<file path="src/rtl/mips_pkg.sv">
// Shared encodings for the multicycle MIPS controller: opcodes, funct codes,
// ALU control codes, ALU-op selector and FSM state encoding.
package mips_pkg;

    localparam int unsigned OP_W    = 6;
    localparam int unsigned FUNCT_W = 6;
    localparam int unsigned ALUC_W  = 4;
    localparam int unsigned ALUOP_W = 2;

    localparam logic [OP_W-1:0] OP_RTYPE = 6'h00;
    localparam logic [OP_W-1:0] OP_J     = 6'h02;
    localparam logic [OP_W-1:0] OP_BEQ   = 6'h04;
    localparam logic [OP_W-1:0] OP_BNE   = 6'h05;
    localparam logic [OP_W-1:0] OP_ADDI  = 6'h08;
    localparam logic [OP_W-1:0] OP_ORI   = 6'h0D;
    localparam logic [OP_W-1:0] OP_LW    = 6'h23;
    localparam logic [OP_W-1:0] OP_SW    = 6'h2B;

    localparam logic [FUNCT_W-1:0] F_SLL  = 6'h00;
    localparam logic [FUNCT_W-1:0] F_SRL  = 6'h02;
    localparam logic [FUNCT_W-1:0] F_SRA  = 6'h03;
    localparam logic [FUNCT_W-1:0] F_ADD  = 6'h20;
    localparam logic [FUNCT_W-1:0] F_ADDU = 6'h21;
    localparam logic [FUNCT_W-1:0] F_SUB  = 6'h22;
    localparam logic [FUNCT_W-1:0] F_SUBU = 6'h23;
    localparam logic [FUNCT_W-1:0] F_AND  = 6'h24;
    localparam logic [FUNCT_W-1:0] F_OR   = 6'h25;
    localparam logic [FUNCT_W-1:0] F_XOR  = 6'h26;
    localparam logic [FUNCT_W-1:0] F_NOR  = 6'h27;
    localparam logic [FUNCT_W-1:0] F_SLT  = 6'h2A;

    localparam logic [ALUC_W-1:0] ALU_AND  = 4'b0000;
    localparam logic [ALUC_W-1:0] ALU_OR   = 4'b0001;
    localparam logic [ALUC_W-1:0] ALU_XOR  = 4'b0010;
    localparam logic [ALUC_W-1:0] ALU_NOR  = 4'b0011;
    localparam logic [ALUC_W-1:0] ALU_ADDU = 4'b0100;
    localparam logic [ALUC_W-1:0] ALU_ADD  = 4'b0101;
    localparam logic [ALUC_W-1:0] ALU_SUBU = 4'b0110;
    localparam logic [ALUC_W-1:0] ALU_SUB  = 4'b0111;
    localparam logic [ALUC_W-1:0] ALU_SLT  = 4'b1000;
    localparam logic [ALUC_W-1:0] ALU_SLL  = 4'b1001;
    localparam logic [ALUC_W-1:0] ALU_SRL  = 4'b1010;
    localparam logic [ALUC_W-1:0] ALU_SRA  = 4'b1011;

    // alu_op selects a fixed operation or decoding of the funct field
    localparam logic [ALUOP_W-1:0] ALUOP_ADDU  = 2'b00;
    localparam logic [ALUOP_W-1:0] ALUOP_SUBU  = 2'b01;
    localparam logic [ALUOP_W-1:0] ALUOP_FUNCT = 2'b10;

    typedef enum logic [3:0] {
        S_FETCH   = 4'd0,
        S_DECODE  = 4'd1,
        S_MEMADR  = 4'd2,
        S_MEMRD   = 4'd3,
        S_MEMWB   = 4'd4,
        S_MEMWR   = 4'd5,
        S_REXEC   = 4'd6,
        S_ALUWB   = 4'd7,
        S_BRANCH  = 4'd8,
        S_IMMEXEC = 4'd9,
        S_IMMWB   = 4'd10,
        S_JUMP    = 4'd11
    } state_t;

endpackage

</file>
<file path="src/rtl/mips_multicycle_controller_if.sv">
// Controller <-> datapath/memory bundle: instruction fields, ALU flags,
// memory handshake and all datapath control strobes.
interface mips_multicycle_controller_if;
    import mips_pkg::*;

    logic [OP_W-1:0]    opcode;
    logic [FUNCT_W-1:0] funct;
    logic               zero;
    logic               overflow;
    logic               mem_req;
    logic               mem_ready;
    logic               pc_write;
    logic               ir_write;
    logic               reg_write;
    logic               mem_write;
    logic               iord;
    logic               reg_dst;
    logic               mem_to_reg;
    logic               alu_src_a;
    logic [1:0]         alu_src_b;
    logic [1:0]         pc_src;
    logic [ALUC_W-1:0]  alu_control;
    logic               ovf_exc;
    logic               illegal_instr;

    modport master (
        input  opcode, funct, zero, overflow, mem_ready,
        output mem_req, pc_write, ir_write, reg_write, mem_write, iord,
               reg_dst, mem_to_reg, alu_src_a, alu_src_b, pc_src,
               alu_control, ovf_exc, illegal_instr
    );

    modport slave (
        output opcode, funct, zero, overflow, mem_ready,
        input  mem_req, pc_write, ir_write, reg_write, mem_write, iord,
               reg_dst, mem_to_reg, alu_src_a, alu_src_b, pc_src,
               alu_control, ovf_exc, illegal_instr
    );

endinterface

</file>
<file path="src/rtl/alu_decoder.sv">
// Combinational ALU control decode: fixed ADDU/SUBU or funct-field mapping,
// flagging funct codes that have no ALU operation.
module alu_decoder
    import mips_pkg::*;
(
    input  logic [FUNCT_W-1:0] funct,
    input  logic [ALUOP_W-1:0] alu_op,
    output logic [ALUC_W-1:0]  alu_control,
    output logic               funct_valid
);

    always_comb begin
        alu_control = ALU_ADDU;
        funct_valid = 1'b1;
        case (alu_op)
            ALUOP_SUBU:  alu_control = ALU_SUBU;
            ALUOP_FUNCT: begin
                case (funct)
                    F_ADD:   alu_control = ALU_ADD;
                    F_ADDU:  alu_control = ALU_ADDU;
                    F_SUB:   alu_control = ALU_SUB;
                    F_SUBU:  alu_control = ALU_SUBU;
                    F_AND:   alu_control = ALU_AND;
                    F_OR:    alu_control = ALU_OR;
                    F_XOR:   alu_control = ALU_XOR;
                    F_NOR:   alu_control = ALU_NOR;
                    F_SLT:   alu_control = ALU_SLT;
                    F_SLL:   alu_control = ALU_SLL;
                    F_SRL:   alu_control = ALU_SRL;
                    F_SRA:   alu_control = ALU_SRA;
                    default: funct_valid = 1'b0;
                endcase
            end
            default: alu_control = ALU_ADDU;
        endcase
    end

endmodule

</file>
<file path="src/rtl/mips_multicycle_controller.sv">
// Multicycle MIPS control FSM: sequences fetch/decode/execute/writeback and
// drives datapath strobes from the current state plus handshake/flag inputs.
module mips_multicycle_controller
    import mips_pkg::*;
#(
    parameter bit TRAP_ON_OVF = 1'b1
) (
    input  logic clk,
    input  logic rst,
    mips_multicycle_controller_if.master bus
);

    state_t state_q, state_d;
    logic   ovf_q, ovf_d;

    logic [ALUOP_W-1:0] alu_op;
    logic [FUNCT_W-1:0] dec_funct;
    logic [ALUC_W-1:0]  dec_aluc;
    logic               funct_valid;

    // Immediate ops reuse the funct decoder with a synthesised funct code
    always_comb begin
        alu_op    = ALUOP_ADDU;
        dec_funct = bus.funct;
        case (state_q)
            S_REXEC:   alu_op = ALUOP_FUNCT;
            S_IMMEXEC: begin
                alu_op    = ALUOP_FUNCT;
                dec_funct = (bus.opcode == OP_ADDI) ? F_ADD : F_OR;
            end
            S_BRANCH:  alu_op = ALUOP_SUBU;
            default:   alu_op = ALUOP_ADDU;
        endcase
    end

    alu_decoder u_alu_decoder (
        .funct       (dec_funct),
        .alu_op      (alu_op),
        .alu_control (dec_aluc),
        .funct_valid (funct_valid)
    );

    always_ff @(posedge clk) begin
        if (rst) begin
            state_q <= S_FETCH;
            ovf_q   <= 1'b0;
        end else begin
            state_q <= state_d;
            ovf_q   <= ovf_d;
        end
    end

    always_comb begin
        state_d           = state_q;
        ovf_d             = 1'b0;
        bus.mem_req       = 1'b0;
        bus.pc_write      = 1'b0;
        bus.ir_write      = 1'b0;
        bus.reg_write     = 1'b0;
        bus.mem_write     = 1'b0;
        bus.iord          = 1'b0;
        bus.reg_dst       = 1'b0;
        bus.mem_to_reg    = 1'b0;
        bus.alu_src_a     = 1'b0;
        bus.alu_src_b     = 2'b00;
        bus.pc_src        = 2'b00;
        bus.alu_control   = ALU_ADDU;
        bus.ovf_exc       = 1'b0;
        bus.illegal_instr = 1'b0;

        case (state_q)
            S_FETCH: begin
                bus.mem_req   = 1'b1;
                bus.alu_src_b = 2'b01;
                if (bus.mem_ready) begin
                    bus.ir_write = 1'b1;
                    bus.pc_write = 1'b1;
                    state_d      = S_DECODE;
                end
            end
            S_DECODE: begin
                bus.alu_src_b = 2'b11;
                case (bus.opcode)
                    OP_LW, OP_SW:     state_d = S_MEMADR;
                    OP_RTYPE:         state_d = S_REXEC;
                    OP_BEQ, OP_BNE:   state_d = S_BRANCH;
                    OP_ADDI, OP_ORI:  state_d = S_IMMEXEC;
                    OP_J:             state_d = S_JUMP;
                    default: begin
                        bus.illegal_instr = 1'b1;
                        state_d           = S_FETCH;
                    end
                endcase
            end
            S_MEMADR: begin
                bus.alu_src_a = 1'b1;
                bus.alu_src_b = 2'b10;
                state_d       = (bus.opcode == OP_LW) ? S_MEMRD : S_MEMWR;
            end
            S_MEMRD: begin
                bus.mem_req = 1'b1;
                bus.iord    = 1'b1;
                if (bus.mem_ready) state_d = S_MEMWB;
            end
            S_MEMWR: begin
                bus.mem_req = 1'b1;
                bus.iord    = 1'b1;
                if (bus.mem_ready) begin
                    bus.mem_write = 1'b1;
                    state_d       = S_FETCH;
                end
            end
            S_MEMWB: begin
                bus.reg_write  = 1'b1;
                bus.mem_to_reg = 1'b1;
                state_d        = S_FETCH;
            end
            S_REXEC: begin
                bus.alu_src_a   = 1'b1;
                bus.alu_control = dec_aluc;
                ovf_d = bus.overflow && (dec_aluc == ALU_ADD || dec_aluc == ALU_SUB);
                if (funct_valid) begin
                    state_d = S_ALUWB;
                end else begin
                    bus.illegal_instr = 1'b1;
                    state_d           = S_FETCH;
                end
            end
            S_ALUWB, S_IMMWB: begin
                bus.reg_dst   = (state_q == S_ALUWB);
                bus.reg_write = !(ovf_q && TRAP_ON_OVF);
                bus.ovf_exc   = ovf_q;
                state_d       = S_FETCH;
            end
            S_BRANCH: begin
                bus.alu_src_a   = 1'b1;
                bus.alu_control = dec_aluc;
                bus.pc_src      = 2'b01;
                bus.pc_write    = (bus.opcode == OP_BEQ) ? bus.zero : !bus.zero;
                state_d         = S_FETCH;
            end
            S_IMMEXEC: begin
                bus.alu_src_a   = 1'b1;
                bus.alu_src_b   = 2'b10;
                bus.alu_control = dec_aluc;
                ovf_d = bus.overflow && (dec_aluc == ALU_ADD || dec_aluc == ALU_SUB);
                state_d         = S_IMMWB;
            end
            S_JUMP: begin
                bus.pc_src   = 2'b10;
                bus.pc_write = 1'b1;
                state_d      = S_FETCH;
            end
            default: state_d = S_FETCH;
        endcase

        // Reset masks every write/request/event strobe, even mid-handshake
        if (rst) begin
            bus.pc_write      = 1'b0;
            bus.ir_write      = 1'b0;
            bus.reg_write     = 1'b0;
            bus.mem_write     = 1'b0;
            bus.mem_req       = 1'b0;
            bus.ovf_exc       = 1'b0;
            bus.illegal_instr = 1'b0;
        end
    end

endmodule
</file>
<file path="src/flat_wrapper.sv">
// flat-port wrapper written by rule: the top's interface ports become plain ports
module mips_multicycle_controller_flat import mips_pkg::*;
#(
    parameter bit TRAP_ON_OVF = 1'b1
)
  (clk, rst, bus_opcode, bus_funct, bus_zero, bus_overflow, bus_mem_ready, bus_mem_req, bus_pc_write, bus_ir_write, bus_reg_write, bus_mem_write, bus_iord, bus_reg_dst, bus_mem_to_reg, bus_alu_src_a, bus_alu_src_b, bus_pc_src, bus_alu_control, bus_ovf_exc, bus_illegal_instr);
  mips_multicycle_controller_if bus_i ();
  input  logic clk;
  input  logic rst;
  input wire logic [$bits(bus_i.opcode)-1:0] bus_opcode;
  input wire logic [$bits(bus_i.funct)-1:0] bus_funct;
  input wire logic [$bits(bus_i.zero)-1:0] bus_zero;
  input wire logic [$bits(bus_i.overflow)-1:0] bus_overflow;
  input wire logic [$bits(bus_i.mem_ready)-1:0] bus_mem_ready;
  output wire logic [$bits(bus_i.mem_req)-1:0] bus_mem_req;
  output wire logic [$bits(bus_i.pc_write)-1:0] bus_pc_write;
  output wire logic [$bits(bus_i.ir_write)-1:0] bus_ir_write;
  output wire logic [$bits(bus_i.reg_write)-1:0] bus_reg_write;
  output wire logic [$bits(bus_i.mem_write)-1:0] bus_mem_write;
  output wire logic [$bits(bus_i.iord)-1:0] bus_iord;
  output wire logic [$bits(bus_i.reg_dst)-1:0] bus_reg_dst;
  output wire logic [$bits(bus_i.mem_to_reg)-1:0] bus_mem_to_reg;
  output wire logic [$bits(bus_i.alu_src_a)-1:0] bus_alu_src_a;
  output wire logic [$bits(bus_i.alu_src_b)-1:0] bus_alu_src_b;
  output wire logic [$bits(bus_i.pc_src)-1:0] bus_pc_src;
  output wire logic [$bits(bus_i.alu_control)-1:0] bus_alu_control;
  output wire logic [$bits(bus_i.ovf_exc)-1:0] bus_ovf_exc;
  output wire logic [$bits(bus_i.illegal_instr)-1:0] bus_illegal_instr;
  assign bus_i.opcode = bus_opcode;
  assign bus_i.funct = bus_funct;
  assign bus_i.zero = bus_zero;
  assign bus_i.overflow = bus_overflow;
  assign bus_i.mem_ready = bus_mem_ready;
  assign bus_mem_req = bus_i.mem_req;
  assign bus_pc_write = bus_i.pc_write;
  assign bus_ir_write = bus_i.ir_write;
  assign bus_reg_write = bus_i.reg_write;
  assign bus_mem_write = bus_i.mem_write;
  assign bus_iord = bus_i.iord;
  assign bus_reg_dst = bus_i.reg_dst;
  assign bus_mem_to_reg = bus_i.mem_to_reg;
  assign bus_alu_src_a = bus_i.alu_src_a;
  assign bus_alu_src_b = bus_i.alu_src_b;
  assign bus_pc_src = bus_i.pc_src;
  assign bus_alu_control = bus_i.alu_control;
  assign bus_ovf_exc = bus_i.ovf_exc;
  assign bus_illegal_instr = bus_i.illegal_instr;
  mips_multicycle_controller #(.TRAP_ON_OVF(TRAP_ON_OVF)) u_core (.clk(clk), .rst(rst), .bus(bus_i));
endmodule
</file>
<file path="config.mk">
export PLATFORM = sky130hd
export DESIGN_NAME = mips_multicycle_controller_flat
export DESIGN_NICKNAME = d
export VERILOG_FILES = /design/src/rtl/mips_pkg.sv /design/src/rtl/mips_multicycle_controller_if.sv /design/src/rtl/alu_decoder.sv /design/src/rtl/mips_multicycle_controller.sv /design/src/flat_wrapper.sv
export SDC_FILE = /design/constraint.sdc
export NUM_CORES = 1
export LEC_CHECK = 0
export BUFFER_PORTS_ARGS = -buffer_cell sky130_fd_sc_hd__buf_2
export CORE_MARGIN = 8
export CORE_UTILIZATION = 30
export CTS_CLUSTER_SIZE = 28
export DETAILED_ROUTE_END_ITERATION = 10
export SETUP_SLACK_MARGIN = 0.15
export SLEW_MARGIN = 20
export SYNTH_ARGS = -nofsm -noshare
export SYNTH_HDL_FRONTEND = slang
export SYNTH_HIERARCHICAL = 1
export SYNTH_SLANG_ARGS = --single-unit
export TNS_END_PERCENT = 50
</file>
<file path="constraint.sdc">
create_clock -name clk -period 3.67 [get_ports clk]
set_clock_uncertainty 0.1 [all_clocks]
set_input_delay 0.367 -clock clk [delete_from_list [all_inputs] [get_ports clk]]
set_output_delay 0.367 -clock clk [all_outputs]
set_load 0.02 [all_outputs]
</file>
# == Yosys cells after proc, flatten, opt, wreduce, memory -nomap -nowiden ==
# Index checks and enable logic that the tools add are counted.
# word_totals
reg_bits,5
word_cells,99
output_inout_bits,19
# classes
n_mux,39
n_bitwise,1
eq_ne,36
n_reduce_logical,21
# op_table
operator,count
6-bit equality test (second input constant),11
4-bit case mux with 11 select lines,1
4-bit case mux with 7 select lines,1
4-bit by 3-bit equality test with 1-bit output (second input constant),6
1-bit 2-to-1 mux,21
4-bit case mux with 5 select lines,1
6-bit by 2-bit equality test with 1-bit output (second input constant),3
4-bit equality test (second input constant),4
4-bit 2-to-1 mux,4
2-bit OR reduction,8
6-bit by 3-bit equality test with 1-bit output (second input constant),2
6-bit by 4-bit equality test with 1-bit output (second input constant),2
6-bit logical NOT,2
12-bit OR reduction,1
3-bit 2-to-1 mux,3
4-bit by 2-bit equality test with 1-bit output (second input constant),2
2-bit case mux with 2 select lines,2
4-bit case mux with 2 select lines,1
8-bit OR reduction,1
6-bit 2-to-1 mux,1
2-bit != test (second input constant),3
2-bit case mux with 3 select lines,1
3-bit OR reduction,2
4-bit by 1-bit equality test with 1-bit output (second input constant),1
11 further kinds,13

# == Depth between registers and ports, before layout ==
# logic_depth
depth_word,10
mapped_depth,12

# == Cells and area by module ==
# Netlist, hierarchy kept.
# modules_own_cells
mod,cells_per_inst,instances,area_each_um2
mips_multicycle_controller,122,1,840.8
alu_decoder,35,1,232.7

# == Worst setup path after synthesis ==
# No wires, ideal clock.
# synth_timing
path_kind,flip-flop to output port
from,register u_core.state_q[0]
to,output bus_alu_control[3]
stages_incl_launch_ff,9
path_buffers,1
arrival_time_ns,2.301
setup_slack_ns,0.902
cell_sequence,dfxtp_1 > buf_2 > or2_1 > nor2_1 > inv_1 > ha_1 > or4b_1 > a21oi_1 > nor2b_1
# synth_via
elab_chain_cells,6
elab_cells_between_ends,23
# synth_rtl
element,line_no,rtl
start: declaration,mips_multicycle_controller.sv:13,"state_t state_q, state_d;"
start signal: assignment,mips_multicycle_controller.sv:48,state_q <= state_d;
4-bit equality test or 4-bit by 3-bit equality test with 1-bit output (tied branches),mips_multicycle_controller.sv:25,case (state_q)
2-bit OR reduction (no line),--,
2-bit case mux with 2 select lines (*),mips_multicycle_controller.sv:25,
net u_core.alu_op[0],mips_multicycle_controller.sv:16,logic [ALUOP_W-1:0] alu_op;
2-bit equality test or 2-bit by 1-bit equality test with 1-bit output (tied branches),alu_decoder.sv:15,case (alu_op)
4-bit case mux with 2 select lines (*),alu_decoder.sv:15,
net u_core.dec_aluc[3],mips_multicycle_controller.sv:18,logic [ALUC_W-1:0] dec_aluc;
4-bit 2-to-1 mux (*),mips_multicycle_controller.sv:71,case (state_q)
end: declaration,flat_wrapper.sv:26,output wire logic [$bits(bus_i.alu_control)-1:0] bus_alu_control;
# Mark *: on every way through the listed nets, which the timed path passes. The rest lies on a longest branch.

# == Final worst setup path ==
# layout_timing
from,register u_core.state_q[1]
to,output bus_alu_control[2]
# layout_via
elab_chain_cells,6
elab_cells_between_ends,23
# layout_rtl
element,line_no,rtl
4-bit equality test (*),mips_multicycle_controller.sv:25,
6-bit 2-to-1 mux (*),mips_multicycle_controller.sv:25,
net u_core.dec_funct[5],mips_multicycle_controller.sv:17,logic [FUNCT_W-1:0] dec_funct;
"6-bit by 2-bit equality test with 1-bit output, or another cell as far along",alu_decoder.sv:18,case (funct)
4-bit case mux with 11 select lines (*),alu_decoder.sv:18,
4-bit case mux with 2 select lines (*),alu_decoder.sv:15,
net u_core.dec_aluc[2],mips_multicycle_controller.sv:18,
4-bit 2-to-1 mux (*),mips_multicycle_controller.sv:71,
# Marks and branches as above.

==> qor.yml <==
status: "complete, no violations"
min_path_type: "in -> reg"
drc: 0
p_int_mw: 0.130
die-width_um: 75.8
worst_hold_path.endpoint: "u_core/ovf_q"
detail-route-antenna-nets: 0
syn_area_um2: 1070
worst_hold_startpoint: "bus_overflow"
cp-start-kind: "register"
die_area_um2: 5750
core_area_um2: 3390
reg2reg_from: "u_core/state_q[1]"
clock-root-buffer: "clkbuf_4"
drtPass1Iterations: 4
ys_async_sr_fraction: 0
end_kind: "primary output"
fin_ws_ns: 0.424
die_h_um: 75.8
slew_violations: 0
p_sw_mw: 0.0816
period_needed_ns: 3.25
tns_ns: 0
whs_path_depth: 2
grt.overflow.total: 0
synth.ff_latch_count: 5
pwr-share-clk: 0.319
place_area_um2: 1240
synth-main-ff-cell: "dfxtp_1"
multi_input_area_um2: 883
vias: 1192
regArea_um2: 101
clk_latency_ns: 0.25
synth_top_family_by_area: "simple AND/OR/NAND/NOR gates"
crit_fanout: 16
fill_cells: 368
worstSetupPathType: "reg -> out"
switching_share: 0.385
grt_pass1_vias: 1183
grtUsageTotal: 0.111
p_seq_frac: 0.285
clock.fmax_ghz: 0.308
io_buffers: 35
yosys.cell_types.count: 58
finalPower_mw: 0.212
arrival_ns: 2.78
cts_tree: "yes"
reg2regPathDepth: 10
p_leak_nw: 0.504
initial_core_util: 0.317
std_cell_rows: 21
clock-sinks: 5
synthSimpleGateAreaFrac: 0.453
setup_viol: 0
worst_ep_required_time_ns: 3.20
nets: 206
design_area_um2: 1290
grt_setup_unrepaired: "false"
ios: 36
path_clk_slew_ns: 0.06
grt_max_degree: 17
r2r_end: "u_core/state_q[2]"
diodes: 0
syn_area_per_cell_um2: 6.84
grt_pass1_wl_um: 5150
synth_compound_area_frac: 0.293
layout-drive-gt1-share: 0.296
initialDrtViolationCount: 39
synth_cells: 157
synth_edf_count: 0
fin_util: 0.379
viasPerCell: 5.14
worst_pin_slew_ns: 0.507
synthMuxAreaShare: 0.00932
seq_area_frac_synth: 0.0932
htreeDepth: 1
wl_per_cell_um: 13.4
peakVddDrop_uv: 61.4
layout_common_cells: "35 x buf_2, 15 x nor2_1, 12 x o21ai_0, 10 x nor2b_1, 10 x nand2_1"
reg2reg_slack_ns: 0.85
syn_nets: 176
hpwlAfterDp_um: 2480
yosysWarnings: 6
dpl_worst_slack_ns: 0.531
syn_to_final_growth_pct: 19.8
cts_buffers: 3
final_common_cell: "buf_2"
cap_violations: 0
routed_wl_um: 3110
hold_viol: 0
pwr-share-comb: 0.396
slew-limit-headroom: 0.662
cts_buffer_depth: 2
gp_congestion: 0.845
synthAdderAreaFrac: 0.0233
antenna_found_initial: 0
post-route-period-util: 0.885
power_density_nw_per_um2: 165
cp-startpoint: "u_core/state_q[1]"
yosys.area_share.xor_xnor: 0.0326
## what timing repair did
item,4_1_cts,5_1_grt
setup endpoints to repair,0,2
hold buffers,0,0
gates resized for setup,0,4
buffers inserted,0,0
## registers in the layout, summed over array words and instances, names as in the netlist
signal	flops
u_core/state_q	4
u_core/ovf_q	1
## synth_stat cells (2+ instances only)
master	n	area share
buf_4	2	0.014
nand3_1	2	0.0093
a31oi_1	2	0.012
o21ai_0	12	0.056
o21ai_1	2	0.0093
a21oi_1	7	0.033
o21a_1	2	0.014
nor4_1	3	0.017
nor3_1	8	0.037
o22ai_1	2	0.012
ha_1	2	0.023
nand2b_1	10	0.058
buf_6	2	0.021
dfxtp_1	5	0.093
or2_2	2	0.012
inv_1	7	0.024
nand2_1	10	0.035
a21boi_0	2	0.014
a211oi_1	2	0.014
buf_2	6	0.028
nor2b_1	10	0.058
nor2_1	15	0.052
and3_1	2	0.012
xnor2_1	3	0.024
or3_1	3	0.017
nand3b_1	2	0.014
## how the worst max path moves through the flow
stage | endpoint | slack (ns) | cells after the start
CTS | bus_alu_control[2] | 0.23 | 9
detailed placement | bus_alu_control[2] | 0.53 | 9
global route | bus_illegal_instr | 0.21 | 10
finish | bus_alu_control[2] | 0.42 | 8
global placement | bus_alu_control[2] | 0.62 | 9
floorplan | bus_alu_control[3] | 0.90 | 8
## area by class of cell
| cell class | count | share of cell area |
|---|---|---|
| clock buffers | 3 | 0.0175 |
| repair buffers | 37 | 0.148 |
| inverters | 7 | 0.0204 |
| flip-flops and latches | 5 | 0.0788 |
| multi-input cells | 133 | 0.687 |
| clock inverters | 1 | 0.00389 |
| well taps | 46 | 0.0447 |
## stage by stage
step | hold WS, ns | instances
6_report | 0.262 | 232
5_1_grt | 0.267 | 232
4_1_cts | 0.257 | 232
3_5_place_dp | 0.508 | 228
3_3_place_gp | 0.504 | 228
2_1_floorplan | 0.413 | 157
## power by group through the flow
stage          clock, mW  combinational (mW)  sequential, mW
2_1_floorplan          0              0.0628          0.0575
3_3_place_gp           0              0.0826          0.0602
3_5_place_dp           0              0.0823          0.0605
4_1_cts           0.0702              0.0825          0.0593
5_1_grt           0.0737              0.0926          0.0607
6_report          0.0675              0.0838          0.0604
## layer usage
layer  vias up  GRT usage  share of wire
li1        625          -              -
met1       529      0.146           0.50
met2        36      0.167           0.41
met3         2     0.0263          0.081
met4         0     0.0426         0.0087
met5         -          0              0
## logic make-up after synthesis
| logic type | after synthesis |
|---|---|
| compound gates | 44 |
| fa+ha+maj | 2 |
| xor+xnor | 4 |
| mux | 1 |
| simple gates | 82 |
| buf+inv | 19 |
| flops | 5 |
## critical path, cell delays in order (launching register included)
cell	delay, ns
dfxtp_1	0.64
nand2b_4	0.31
nor2_4	0.07
or2_2	0.37
or3_1	0.32
a21boi_0	0.19
o221ai_1	0.16
or2_2	0.31
buf_2	0.16
No activity file was read; power rests on OpenSTA's default activity.
